`config.mk`:
```
export PLATFORM = sky130hd
export DESIGN_NAME = change_dispenser
export DESIGN_NICKNAME = d
export VERILOG_FILES = /design/src/rtl/change_dispenser.sv
export SDC_FILE = /design/constraint.sdc
export NUM_CORES = 1
export LEC_CHECK = 0
export CORE_MARGIN = 8
export CORE_UTILIZATION = 32
export CTS_CLUSTER_DIAMETER = 120
export DETAILED_ROUTE_END_ITERATION = 10
export GPL_ROUTABILITY_DRIVEN = 0
export PLACE_DENSITY = 0.54
export SETUP_SLACK_MARGIN = 0.15
export SYNTH_ARGS = -nofsm -noshare
export SYNTH_HDL_FRONTEND = slang
export SYNTH_SLANG_ARGS = --single-unit
```
`constraint.sdc`:
```
create_clock -name clk -period 8.15 [get_ports clk]
set_clock_uncertainty 0.05 [all_clocks]
set_input_delay 2.445 -clock clk [delete_from_list [all_inputs] [get_ports clk]]
set_output_delay 2.445 -clock clk [all_outputs]
set_load 0.01 [all_outputs]
```
`src/rtl/change_dispenser.sv`:
```
// change_dispenser
//
// Sits between the vending-machine controller and the physical coin ejector.
// The controller reports coins to return on `change` as a nonzero value; the
// value is added to a saturating coin counter on every cycle it is nonzero.
// The block then drives the ejector one coin at a time over a
// request/acknowledge handshake and latches a sticky fault when the ejector
// stops answering.
//
// Handshake: eject is a level request. It rises when the block starts a coin
// and stays high until the first rising edge of clk at which ack=1 is
// sampled; that edge consumes exactly one coin and drops eject. ack sampled
// while eject is low is ignored. A held ack therefore counts once per request.
// If ack has not been seen by the ACK_TIMEOUT-th edge of a request, eject
// drops and the block parks in a terminal fault state until rst.
//
// Ports
//   clk      in   1  system clock, rising edge
//   rst      in   1  synchronous active-high reset, clears everything
//   change   in   3  coins to add this cycle (0 = no request)
//   ack      in   1  ejector has dispensed one coin
//   eject    out  1  coin-eject request (registered)
//   pending  out  4  coins still owed, saturates at 15 (registered)
//   busy     out  1  coins owed or state machine not idle (registered)
//   fault    out  1  sticky ejector timeout (registered)
//   ovf      out  1  sticky pending saturation (registered)
//
// Parameters
//   GAP_CYC      minimum low cycles between one eject and the next (>= 1)
//   ACK_TIMEOUT  maximum cycles eject may stay high without ack (>= 2)

module change_dispenser #(
  parameter int GAP_CYC     = 2,
  parameter int ACK_TIMEOUT = 16
) (
  input  logic       clk,
  input  logic       rst,
  input  logic [2:0] change,
  input  logic       ack,
  output logic       eject,
  output logic [3:0] pending,
  output logic       busy,
  output logic       fault,
  output logic       ovf
);

  typedef enum logic [1:0] {
    S_IDLE  = 2'd0,
    S_EJECT = 2'd1,
    S_GAP   = 2'd2,
    S_FAULT = 2'd3
  } state_t;

  // One timer serves both the eject window and the inter-coin gap, so it is
  // sized for the longer of the two.
  localparam int TMAX = (ACK_TIMEOUT > GAP_CYC) ? ACK_TIMEOUT : GAP_CYC;
  localparam int TW   = $clog2(TMAX) + 1;

  localparam logic [TW-1:0] EJECT_LAST = TW'(ACK_TIMEOUT - 1);
  localparam logic [TW-1:0] GAP_LAST   = TW'(GAP_CYC - 1);
  localparam logic [TW-1:0] TIMER_ONE  = TW'(1);

  // Named state register, kept at module scope so checkers can bind to it.
  state_t          state;
  state_t          state_next;
  logic [TW-1:0]   timer;
  logic [TW-1:0]   timer_next;

  logic            dec;
  logic [4:0]      sum;
  logic [3:0]      pending_next;
  logic            eject_next;
  logic            busy_next;
  logic            fault_next;
  logic            ovf_next;

  // Next-state, counter and output logic.
  always_comb begin
    state_next   = state;
    timer_next   = timer;
    dec          = 1'b0;
    sum          = 5'd0;
    pending_next = pending;
    eject_next   = 1'b0;
    busy_next    = 1'b0;
    fault_next   = fault;
    ovf_next     = ovf;

    case (state)
      S_IDLE: begin
        timer_next = '0;
        // Decision uses the registered count, so a request captured at one
        // edge raises eject at the following edge.
        if (pending != 4'd0) begin
          state_next = S_EJECT;
        end
      end

      S_EJECT: begin
        // timer holds the number of EJECT edges already survived; ack on the
        // last permitted edge still wins over the timeout.
        if (ack) begin
          dec        = 1'b1;
          timer_next = '0;
          state_next = S_GAP;
        end else if (timer == EJECT_LAST) begin
          timer_next = '0;
          state_next = S_FAULT;
        end else begin
          timer_next = timer + TIMER_ONE;
        end
      end

      S_GAP: begin
        if (timer == GAP_LAST) begin
          timer_next = '0;
          state_next = S_IDLE;
        end else begin
          timer_next = timer + TIMER_ONE;
        end
      end

      S_FAULT: begin
        timer_next = '0;
      end

      default: begin
        timer_next = '0;
        state_next = S_IDLE;
      end
    endcase

    // dec only happens in EJECT, which is entered only with pending >= 1,
    // so the subtraction cannot wrap. Max sum is 15 + 7 = 22, fits 5 bits.
    sum          = {1'b0, pending} - {4'b0000, dec} + {2'b00, change};
    pending_next = sum[4] ? 4'hF : sum[3:0];
    ovf_next     = ovf | sum[4];

    eject_next   = (state_next == S_EJECT);
    fault_next   = fault | (state_next == S_FAULT);
    busy_next    = (pending_next != 4'd0) | (state_next != S_IDLE);
  end

  always_ff @(posedge clk) begin
    if (rst) begin
      state   <= S_IDLE;
      timer   <= '0;
      eject   <= 1'b0;
      pending <= 4'd0;
      busy    <= 1'b0;
      fault   <= 1'b0;
      ovf     <= 1'b0;
    end else begin
      state   <= state_next;
      timer   <= timer_next;
      eject   <= eject_next;
      pending <= pending_next;
      busy    <= busy_next;
      fault   <= fault_next;
      ovf     <= ovf_next;
    end
  end

endmodule

```
# Word-level counts from Yosys, hierarchy flattened
# Index checks and enable logic that the tools add are counted.
[word_totals]
elab_cells = 37
inputBits = 6
register_bits = 15
out_inout_bits = 8
[classes]
muxes = 12
n_addsub = 3
n_eq_ne = 7
n_bitwise = 3
n_reduce_logical = 5
[op_table]
columns = ["op", "n"]
rows = [
  ["2-to-1 mux 5 bit", 3],
  ["one-hot mux 5 bit (3 select lines)", 1],
  ["2-to-1 mux 2 bit", 4],
  ["nonzero test 4 bit", 2],
  ["equality test 2 bit, second input constant", 3],
  ["one-hot mux 2 bit (3 select lines)", 1],
  ["adder 5 x 1 -> 5 bit, second input constant", 1],
  ["adder 5 x 3 -> 5 bit", 1],
  ["equality test 5 x 1 -> 1 bit, second input constant", 1],
  ["equality test 5 x 4 -> 1 bit, second input constant", 1],
  ["subtractor 4 x 1 -> 5 bit", 1],
  ["equality test 2 x 1 -> 1 bit, second input constant", 2],
  ["2-to-1 mux 4 bit", 1],
  ["bitwise OR 1 bit", 3],
  ["logical NOT 2 bit", 1],
  ["2-to-1 mux 1 bit", 2],
  ["nonzero test 2 bit", 1],
  ["OR reduction 2 bit", 1],
]

# Depth between registers and ports, before layout
# Gate-level depths: netlist (run 1).
[depth]
depth_word = 7
ltp_mapped = 10
mapped_depth_nobuf = 10

# Least setup slack after synthesis (run 1)
# OpenSTA, ideal clock, no wires.
[synth_timing]
kind = "input port to flip-flop"
start = "in ack"
end = "reg busy"
path_buffers = 0
setup_ps = 150
required_time_ps = 7950
cell_stages = 9
arrival_time_ps = 4121
slack_ps = 3829
cell_sequence = "and3_1 -> ha_1 -> inv_1 -> ha_1 -> fa_1 -> a21o_1 -> a21oi_1 -> xnor2_1 -> a41oi_1"
[synth_via]
elab_chain_len = 7
word_cells_on_any_way = 10
classes_between = "add/sub: 2; mux: 5; bitwise: 1; reduce/logical: 2"
[synth_lines]
columns = ["element", "line_no", "source"]
rows = [
  ["start, declared", "39", "input logic ack,"],
  ["2-to-1 mux 1 bit", "102", "if (ack) begin"],
  ["2-to-1 mux 1 bit", "89", "case (state)"],
  ["subtractor 4 x 1 -> 5 bit", "135", "sum = {1'b0, pending} - {4'b0000, dec} + {2'b00, change};"],
  ["adder 5 x 3 -> 5 bit", "135", ""],
  ["2-to-1 mux 4 bit", "136", "pending_next = sum[4] ? 4'hF : sum[3:0];"],
  ["nonzero test 4 bit", "141", "busy_next = (pending_next != 4'd0) | (state_next != S_IDLE);"],
  ["bitwise OR 1 bit (*)", "141", ""],
  ["end signal, assigned", "158", "busy <= busy_next;"],
  ["end, declared", "42", "output logic busy,"],
]
# Mark *: on every way between the ends. The rest lies on a longest branch, timed or not.
# A chain may end at the register's enable or synchronous reset.

# Final worst setup path (run 1)
# Ends and elaborated chain as after synthesis.

==> impl_results.md, run 1 <==
* CP Data Arrival Time at 4.75 ns
* Core area at 0.00248 mm²
* Critical Path Start Type: input port
* Clk_lat worst skew at 0.27 ns
* Ys Warns at 0
* DR vias at 609
* Area Overhead vs Synth at 22.8%
* Minimum clock period at 4.67 ns
* Initial DRC count at 35
* Hold Violations, Final at 0
* H-tree depth at 1
* Least-Margin Pin Slew at 0.425 ns
* Post-cts resize count at 0
* Final nets at 125
* Worst VDD drop at 0.193 mV
* Top cells by area, synth: dfxtp_1 36%, ha_1 16%, inv_1 8.5%, a21oi_1 4.8%, nor2_1 3.6%
* Detailed-route DRC error count at 0
* Port bufs at 13
* Layout cell share with drive strength beyond 1 at 0.0849
* Die H at 67.1 µm
* Crit-path max cell delay at 0.47 ns
* Rows at 18
* Synth Register Bits at 15
* Reg clk slew, reported paths at 0.08 ns
* TritonCTS clock tree: yes
* Die ar. at 0.00450 mm²
* Slowest cell on crit path: clkdlybuf4s50_1
* Setup WS post-layout at 3.48 ns
* Wire per inst at 11.3 µm
* Cell Pwr Density at 345 mW/mm²
* Drt first pass iters at 4
* Critical Path RT at 8.23 ns
* Hold WS at 0.402 ns
* P_sw at 138 µW
* Yosys top cell area share at 0.359
* Setup bufs post-CTS at 0
* Largest net degree at the start of global routing at 13
* GRT Total Usage at 0.0777
* Post-synth EDFFs at 0
* Setup crit end kind: flop
* First-pass GRT wire length at 2720 µm
* Root buf cell: clkbuf_4
* RSZ-0062 raised after global routing: false
* CP most frequent cell: ha_1
* Hold Buf Count CTS at 0
* Gate power share at 0.563
* Internal at 215 µW
* Final std cells w/o fill at 136
* Syn Nets at 108
* Slew headroom at 0.715
* Final setup vio count at 0
* Synth top cells by count: 19 x inv_1, 15 x dfxtp_1, 11 x ha_1, 8 x a21oi_1, 8 x nor2_1
* Synth cell types at 27
* Sw Ratio at 0.391
* Via/cell ratio at 4.48
* Clock Path Buffers at 2
* Crit path kind: input port to flop
* Tcrit/Tclk final at 0.573
* Placed Cells at 132
* Gr ovfl total at 0
* Mapped Area at 836 µm²
* Die width at 67.1 µm
* Crit path cell chain: clkdlybuf4s50_1 -> and3_1 -> ha_1 -> inv_1 -> ha_1 -> fa_1 -> a21o_1 -> a21oi_1 -> xnor2_1 -> a41oi_1
* Status: complete, no violations
* Initial antenna violation count at 0
* Lkg Pwr at 0.457 nW
* Sink Count at 15
* Starting Density at 0.337
* Largest area contributor in the netlist: dfxtp_1
* Detailed-placement wirelength estimate at 1270 µm
* Final Util at 0.414
* DRT Wirelength at 1540 µm
* Synth async-reset ratio at 0
* Clock share of power at 0.112
* Vias in the first global route at 619
* TritonCTS buffer count at 3
* Post-route antenna net violation count at 0
* Max Cap Viol at 0
* Reg power frac at 0.325
* HP Class: flop to flop
* CP Max Fanout at 6
* Count leader, synth: inv_1
* Io pins at 14
* Main synth FF type: dfxtp_1
* Max Fclk at 214 MHz
* Syn Area/Cell at 9.29 µm²
* Setup_tns at 0 ns
* Max-slew violations at 0
* Mapped Cells at 90
* Sequential-to-total area share from yosys stat at 0.359
* Worst slack, placed at 3.18 ns
* Diode count at 0
## metal layers
| layer | vias to the layer above | global-route usage | routed length [µm] |
|---|---|---|---|
| met1 | 268 | 0.0978 | 796 |
| li1 | 329 | - | - |
| met2 | 12 | 0.114 | 656 |
| met5 | - | 0 | 0 |
| met3 | 0 | 0.0336 | 86 |
| met4 | 0 | 0.0313 | 0 |
## flip-flops by register name (all words and copies together), names as in the netlist
register / cells
pending: 4
timer: 5
state: 2
fault: 1
ovf: 1
eject: 1
busy: 1
## layout make-up
cell class / instances / area (µm²)
Clock buffer: 4 / 26.3
Tap cell: 30 / 37.5
Sequential cell: 15 / 300
Fill cell: 269 / 1450
Multi-Input combinational cell: 54 / 457
Inverter: 20 / 75.1
Timing Repair Buffer: 13 / 130
## stage by stage
step	total power [mW]	instance area (µm²)
after detailed placement	0.318	1000
final	0.354	1030
after global routing	0.387	1030
after global placement	0.317	1000
after CTS	0.361	1030
after floorplan	0.252	836
## worst max-delay path: cells and delay by family
kind	cells	cell delay, ns
and+or+nand+nor	1	0.18
xor gates and xnor gates	1	0.25
AOI/OAI and AO/OA	3	0.51
buffers and inverters	2	0.51
adders and majority gates	3	0.85
## placed cells by master, fill, tap and decap left out, drive strengths merged
cell and n:
dfxtp 15, o31ai 1, ha 11, a21o 2, a31oi 1, nor4 1, a21oi 8, o21bai 1
clkbuf 4, nor4b 3, a41oi 1, inv 20, a22oi 1, nor2 8, nand2b 2, nor3 2
nor2b 1, fa 1, and3 1, nand3 2, xor2 2, o21ai 1, or4 1, xnor2 3
clkdlybuf4s50 13
## power groups by stage
| stage | clock network (mW) | registers [mW] | logic (mW) |
|---|---|---|---|
| after floorplan | 0 | 0.121 | 0.131 |
| after global placement | 0 | 0.117 | 0.201 |
| after detailed placement | 0 | 0.117 | 0.201 |
| after CTS | 0.0428 | 0.115 | 0.203 |
| after global routing | 0.0458 | 0.118 | 0.223 |
| final | 0.0397 | 0.115 | 0.199 |
## logic make-up after synthesis
kind of cell / after synthesis / synth area share
buf+inv: 21 / 0.0943
simple gates: 21 / 0.168
xor+xnor: 5 / 0.0524
fa+ha+maj: 12 / 0.189
compound gates: 16 / 0.138
flops: 15 / 0.359
## worst paths after layout
check	start	end	slack, ns	cells past startpoint
worst max register to register	state[1]	busy	5.59	10
worst min register to register	ovf	ovf	0.40	2
worst max-delay path	ack	busy	3.48	10
worst min-delay path	ovf	ovf	0.40	2
Power figures use the tool's default switching activity.
==> run 2: changes to the inputs <==
==> constraint.sdc (replaced) <==
create_clock -name clk -period 4.3 [get_ports clk]
set_clock_uncertainty 0.05 [all_clocks]
set_input_delay 1.29 -clock clk [delete_from_list [all_inputs] [get_ports clk]]
set_output_delay 1.29 -clock clk [all_outputs]
set_load 0.01 [all_outputs]
==> results of run 2 <==
Same layout as run 1 (identical final DEF). Status: complete, no violations.
Among the figures that moved: setup slack after placement 3.18 ns -> 0.484 ns; setup slack after layout 3.48 ns -> 0.781 ns; register-to-register setup slack 5.59 ns -> 1.74 ns; total power 0.354 mW -> 0.670 mW; worst IR drop on VDD 0.193 mV -> 0.366 mV
